[src/rtl/regfile_pkg.sv]
// Shared defaults and helpers for the scoreboarded register file.
package regfile_pkg;

  localparam int unsigned DEF_NUM_REGS = 32;
  localparam int unsigned DEF_XLEN     = 32;
  localparam int unsigned CW           = $clog2(DEF_NUM_REGS + 1);

  // Address is usable when inside the array and not the hardwired-zero register.
  function automatic logic addr_valid(input int unsigned addr,
                                      input int unsigned num_regs,
                                      input logic        zero_reg);
    return (addr < num_regs) && !(zero_reg && (addr == 0));
  endfunction

endpackage

[src/rtl/regfile_sb_pend.sv]
// Pending-producer bit vector, live pending count and per-port busy lookup.
module regfile_sb_pend
  import regfile_pkg::*;
#(
  parameter  int unsigned NUM_REGS = DEF_NUM_REGS,
  parameter  int unsigned BYPASS   = 1,
  localparam int unsigned AW       = $clog2(NUM_REGS),
  localparam int unsigned PCW      = $clog2(NUM_REGS + 1)
) (
  input  logic           clk,
  input  logic           rst_n,
  input  logic           i_wr_vld,
  input  logic [AW-1:0]  i_waddr,
  input  logic           i_iss_vld,
  input  logic [AW-1:0]  i_iss_addr,
  input  logic           i_rd1_vld,
  input  logic [AW-1:0]  i_raddr1,
  input  logic           i_rd2_vld,
  input  logic [AW-1:0]  i_raddr2,
  output logic           o_rbusy1_c,
  output logic           o_rbusy2_c,
  output logic [PCW-1:0] o_pend_cnt
);

  localparam logic BYP = (BYPASS != 0);

  logic [NUM_REGS-1:0] r_pend;
  logic [NUM_REGS-1:0] w_pend_nxt;
  logic [PCW-1:0]      r_pend_cnt;
  logic                w_inc;
  logic                w_dec;
  logic                w_fwd1;
  logic                w_fwd2;

  // Next pending vector: writeback clears, issue sets; issue applied last so it wins.
  always_comb begin
    w_pend_nxt = r_pend;
    if (i_wr_vld)  w_pend_nxt[i_waddr]    = 1'b0;
    if (i_iss_vld) w_pend_nxt[i_iss_addr] = 1'b1;
  end

  // Count delta: only real 0->1 and 1->0 transitions move the count.
  always_comb begin
    w_inc = i_iss_vld & ~r_pend[i_iss_addr];
    w_dec = i_wr_vld & r_pend[i_waddr] & ~(i_iss_vld & (i_iss_addr == i_waddr));
  end

  // Pending state and count registers.
  always_ff @(posedge clk or negedge rst_n) begin
    if (!rst_n) begin
      r_pend     <= '0;
      r_pend_cnt <= '0;
    end else begin
      r_pend     <= w_pend_nxt;
      r_pend_cnt <= r_pend_cnt + PCW'(w_inc) - PCW'(w_dec);
    end
  end

  // Busy lookup: a same-cycle writeback retires the producer unless it is re-issued.
  always_comb begin
    w_fwd1 = BYP & i_wr_vld & (i_waddr == i_raddr1) & ~(i_iss_vld & (i_iss_addr == i_raddr1));
    w_fwd2 = BYP & i_wr_vld & (i_waddr == i_raddr2) & ~(i_iss_vld & (i_iss_addr == i_raddr2));
    o_rbusy1_c = i_rd1_vld & r_pend[i_raddr1] & ~w_fwd1;
    o_rbusy2_c = i_rd2_vld & r_pend[i_raddr2] & ~w_fwd2;
  end

  assign o_pend_cnt = r_pend_cnt;

endmodule

[src/rtl/regfile_sb.sv]
// 2R1W register file with hardwired zero, optional write bypass and pending scoreboard.
module regfile_sb
  import regfile_pkg::*;
#(
  parameter  int unsigned NUM_REGS = DEF_NUM_REGS,
  parameter  int unsigned XLEN     = DEF_XLEN,
  parameter  int unsigned ZERO_REG = 1,
  parameter  int unsigned BYPASS   = 1,
  localparam int unsigned AW       = $clog2(NUM_REGS),
  localparam int unsigned PCW      = $clog2(NUM_REGS + 1)
) (
  input  logic            clk,
  input  logic            rst_n,
  input  logic            w_en,
  input  logic [AW-1:0]   waddr,
  input  logic [XLEN-1:0] wdata,
  input  logic            iss_en,
  input  logic [AW-1:0]   iss_addr,
  input  logic [AW-1:0]   raddr1,
  input  logic [AW-1:0]   raddr2,
  output logic [XLEN-1:0] rdata1,
  output logic [XLEN-1:0] rdata2,
  output logic            rbusy1,
  output logic            rbusy2,
  output logic [PCW-1:0]  pend_cnt
);

  localparam logic ZR  = (ZERO_REG != 0);
  localparam logic BYP = (BYPASS != 0);

  logic [XLEN-1:0] r_regs [NUM_REGS];
  logic            w_wr_vld;
  logic            w_iss_vld;
  logic            w_rd1_vld;
  logic            w_rd2_vld;

  // Address qualification for every port.
  always_comb begin
    w_wr_vld  = w_en   & addr_valid(32'(waddr),    NUM_REGS, ZR);
    w_iss_vld = iss_en & addr_valid(32'(iss_addr), NUM_REGS, ZR);
    w_rd1_vld = addr_valid(32'(raddr1), NUM_REGS, ZR);
    w_rd2_vld = addr_valid(32'(raddr2), NUM_REGS, ZR);
  end

  // Data array; invalid or zero-register writes are dropped.
  always_ff @(posedge clk or negedge rst_n) begin
    if (!rst_n) begin
      for (int i = 0; i < int'(NUM_REGS); i++) r_regs[i] <= '0;
    end else if (w_wr_vld) begin
      r_regs[waddr] <= wdata;
    end
  end

  // Read muxes: zero for unusable addresses, forwarded data on a same-cycle write.
  always_comb begin
    rdata1 = '0;
    rdata2 = '0;
    if (w_rd1_vld) begin
      if (BYP && w_wr_vld && (waddr == raddr1)) rdata1 = wdata;
      else                                      rdata1 = r_regs[raddr1];
    end
    if (w_rd2_vld) begin
      if (BYP && w_wr_vld && (waddr == raddr2)) rdata2 = wdata;
      else                                      rdata2 = r_regs[raddr2];
    end
  end

  regfile_sb_pend #(
    .NUM_REGS (NUM_REGS),
    .BYPASS   (BYPASS)
  ) u_pend (
    .clk        (clk),
    .rst_n      (rst_n),
    .i_wr_vld   (w_wr_vld),
    .i_waddr    (waddr),
    .i_iss_vld  (w_iss_vld),
    .i_iss_addr (iss_addr),
    .i_rd1_vld  (w_rd1_vld),
    .i_raddr1   (raddr1),
    .i_rd2_vld  (w_rd2_vld),
    .i_raddr2   (raddr2),
    .o_rbusy1_c (rbusy1),
    .o_rbusy2_c (rbusy2),
    .o_pend_cnt (pend_cnt)
  );

endmodule

[config.mk]
export PLATFORM = sky130hd
export DESIGN_NAME = regfile_sb
export DESIGN_NICKNAME = d
export VERILOG_FILES = /design/src/rtl/regfile_pkg.sv /design/src/rtl/regfile_sb_pend.sv /design/src/rtl/regfile_sb.sv
export SDC_FILE = /design/constraint.sdc
export NUM_CORES = 2
export LEC_CHECK = 0
export CAP_MARGIN = 20
export CORE_UTILIZATION = 25
export DETAILED_ROUTE_END_ITERATION = 16
export GPL_ROUTABILITY_DRIVEN = 0
export PLACE_DENSITY = 0.48
export SLEW_MARGIN = 40
export SYNTH_ARGS = -nofsm -noshare
export SYNTH_HDL_FRONTEND = slang
export SYNTH_SLANG_ARGS = --single-unit
[constraint.sdc]
create_clock -name clk -period 3.2 [get_ports clk]
set_input_delay 0.64 -clock clk [delete_from_list [all_inputs] [get_ports clk]]
set_output_delay 0.64 -clock clk [all_outputs]
set_load 0.02 [all_outputs]
==> flow_summary.ini <==
[synthesis]
synth_ff_type = dfrtp_1
synthArstFlopShare_pct = 100
synthesis.nets = 4349
ys_types = 72
synthCells = 4286
synth_area_um2 = 58900
yosysWarnings = 0
seq_area_frac_synth_pct = 45.1
synth_edf_count = 0
syn_area_per_cell_um2 = 13.8
ys_ff_latch = 1062

[sta]
worst_slack_ns = -0.262
finalMaxSlewViolations = 0
finalHoldViolCount = 0
tightestPinTransition_ns = 0.789
finalCritPeriodShare_pct = 108
relSlewSlack_pct = 47.4
fin_skew_ns = 0.0180
fmax_mhz = 289
setup_viol = 58
rsz0062_at_grt = yes
finalCriticalPeriod_ns = 3.46

[setup_path]
reg2reg_slack_ns = 0.28
cp.arrival_ns = 2.82
timing.rr.start = u_pend.r_pend[15]$_DFF_PN0_
cp.required_ns = 2.56
ff2ff_path_depth = 14
path_max_fanout = 8
cp-start-kind = input pin
reg2reg_to = u_pend.o_pend_cnt[4]$_DFF_PN0_
end_kind = output pin
crit_type = in -> out

[clock_tree]
clockBufferDepth = 3
h-tree-depth = 3
clk_pin_slew_ns = 0.06
clk_latency_ns = 0.76
cts_tree = done
root_buffer = clkbuf_16
cts_made_buffers = 115
cts.sinks = 1062

[power_and_ir_drop]
clock_power_share_pct = 33.0
seqPwrFrac_pct = 41.2
power_density_nw_per_um2 = 557
power.switching_mw = 13.0
switching_share_pct = 29.7
peakVddDrop_v = 0.000460
p_leak_nw = 33.8
p_int_mw = 30.8
p_comb_share_pct = 25.8

[final_layout]
multi_input_area_um2 = 32200
layout_commonest_cell = dfrtp_1
drive_gt1_share_pct = 58.5
finish.utilization_pct = 33.7
final_cell_mix = 1061 x dfrtp_1, 1015 x mux2_2, 542 x buf_4, 369 x mux4_2, 298 x mux2i_1
fin_nets = 4995
fin_area_um2 = 78600
fillers = 22878
syn_to_final_growth_pct = 33.4
ff_latch_area_um2 = 26600

[floorplanning]
die_y_um = 488
die_area_um2 = 238000
io_pins = 128
die_x_um = 488
coreArea_um2 = 233000
initial_core_util_pct = 25.2
row_count = 177

[global_route]
grt_max_degree = 133
grt_pass1_vias = 44356
grt.overflow.total = 0
track_usage_pct = 20.4
grt_pass1_wl_um = 348000
antenna_found_initial = 4

[routing]
antenna_left = 0
dr_wl_met2_um = 119000
drc = 0
wl_per_cell_um = 30.1
met3_length_um = 11500
vias = 42742
dr.pass1.iters = 5
via_per_inst = 5.24
dr.max_layer_used = met5
drt_iter0_markers = 3449
drt-met1-wl_um = 103000
wl_um = 246000

[outcome]
violations = setup timing
status = finished with violations

[hold_path]
hp-class = in -> async

[place]
place_area_um2 = 68900
dp_hpwl_um = 161000
port_buffers = 127

[flow_run]
max_cap_violations = 0
[critical path, cell delays in order]
cell and delay [ns]:
buf_16 0.16, buf_16 0.17, buf_12 0.14, buf_12 0.13, buf_4 0.11, mux4_2 0.50, a22oi_2 0.23, a21oi_1 0.10
a311o_2 0.43, buf_12 0.15
[sequential cells by signal, summed over array words and instances (netlist names)]
name / flops
u_pend.r_pend: 32
r_regs: 1024
u_pend.o_pend_cnt: 6
[power groups by stage]
stage	Sequential [mW]	Clock (mW)	Combinational [mW]
2_1_floorplan	17.5	0	6.66
3_3_place_gp	18.1	0	9.90
3_5_place_dp	18.2	0	10.0
4_1_cts	17.9	14.7	11.0
5_1_grt	18.4	15.2	11.9
6_report	18.0	14.4	11.3
[layer usage]
metal	vias up	GRT usage, %
li1	17733	-
met2	1308	34.2
met5	-	0
met3	397	2.56
met1	23302	26.2
met4	2	9.14
[worst max path at each step]
| stage | from | to | slack, ns | depth (start not counted) |
|---|---|---|---|---|
| 6_report | raddr1[0] | rdata1[11] | -0.26 | 10 |
| 2_1_floorplan | waddr[0] | u_pend.o_pend_cnt[4]$_DFF_PN0_ | 0.03 | 15 |
| 3_3_place_gp | waddr[0] | rdata2[8] | -1.09 | 12 |
| 3_5_place_dp | waddr[0] | rdata2[8] | -1.09 | 12 |
| 5_1_grt | raddr2[4] | rdata2[31] | -0.29 | 14 |
| 4_1_cts | raddr1[0] | rdata1[11] | -0.26 | 10 |
[cell usage after synthesis, types with 35 or more instances]
library cell,instances,area [um2]
a211oi_1,35,263
a21oi_1,72,360
a221oi_1,62,543
a22oi_1,72,541
buf_2,157,786
buf_6,40,450
clkbuf_1,217,815
dfrtp_1,1062,26600
mux2_1,50,563
mux2_2,1023,11500
mux2i_1,313,3130
mux4_2,369,8310
nand2_1,69,259
nand3_1,37,185
nor2_1,95,357
nor3_1,47,235
o21ai_0,54,270
o22ai_1,103,644
[metrics by stage]
stage          total power [mW]  hold WS (ns)  worst slack [ns]  TNS [ns]  cells
4_1_cts                    43.6         0.330            -0.257     -7.83   8103
3_5_place_dp               28.2         0.383             -1.09    -52.98   7735
3_3_place_gp               28.0         0.377             -1.09    -54.18   7735
2_1_floorplan              24.2         0.344            0.0340         0   4286
5_1_grt                    45.5         0.380            -0.286     -9.33   8163
6_report                   43.8         0.356            -0.262     -7.03   8163
[area by class of cell]
type,count,area share (%)
diodes,1,0.00318
repair buffers,1005,15.0
well taps,3132,4.98
clock inverters,52,0.820
multi-input cells,2715,41.0
inverters,33,0.158
flip-flops and latches,1062,33.8
clock buffers,163,4.29
[cell families (layout without fill, tap and decap cells)]
logic type | count (synthesis) | after routing | share of synthesized area, %
compound gates | 539 | 539 | 6.33
buf+inv | 509 | 1253 | 4.60
simple gates | 384 | 384 | 3.45
fa+ha+maj | 7 | 7 | 0.161
flops | 1062 | 1062 | 45.1
mux | 1755 | 1755 | 39.9
xor+xnor | 30 | 30 | 0.446
other cells | 0 | 1 | 0
[what timing repair did]
action / 4_1_cts / 5_1_grt
endpoints found under the setup margin: 66 / 65
hold endpoints to repair: 25 / 0
hold buffers: 1 / 0
gates resized for setup: 613 / 259
buffers inserted: 148 / 85
cloned: 19 / 4
pin swaps: 137 / 118
No activity file was read; power rests on OpenSTA's default activity.
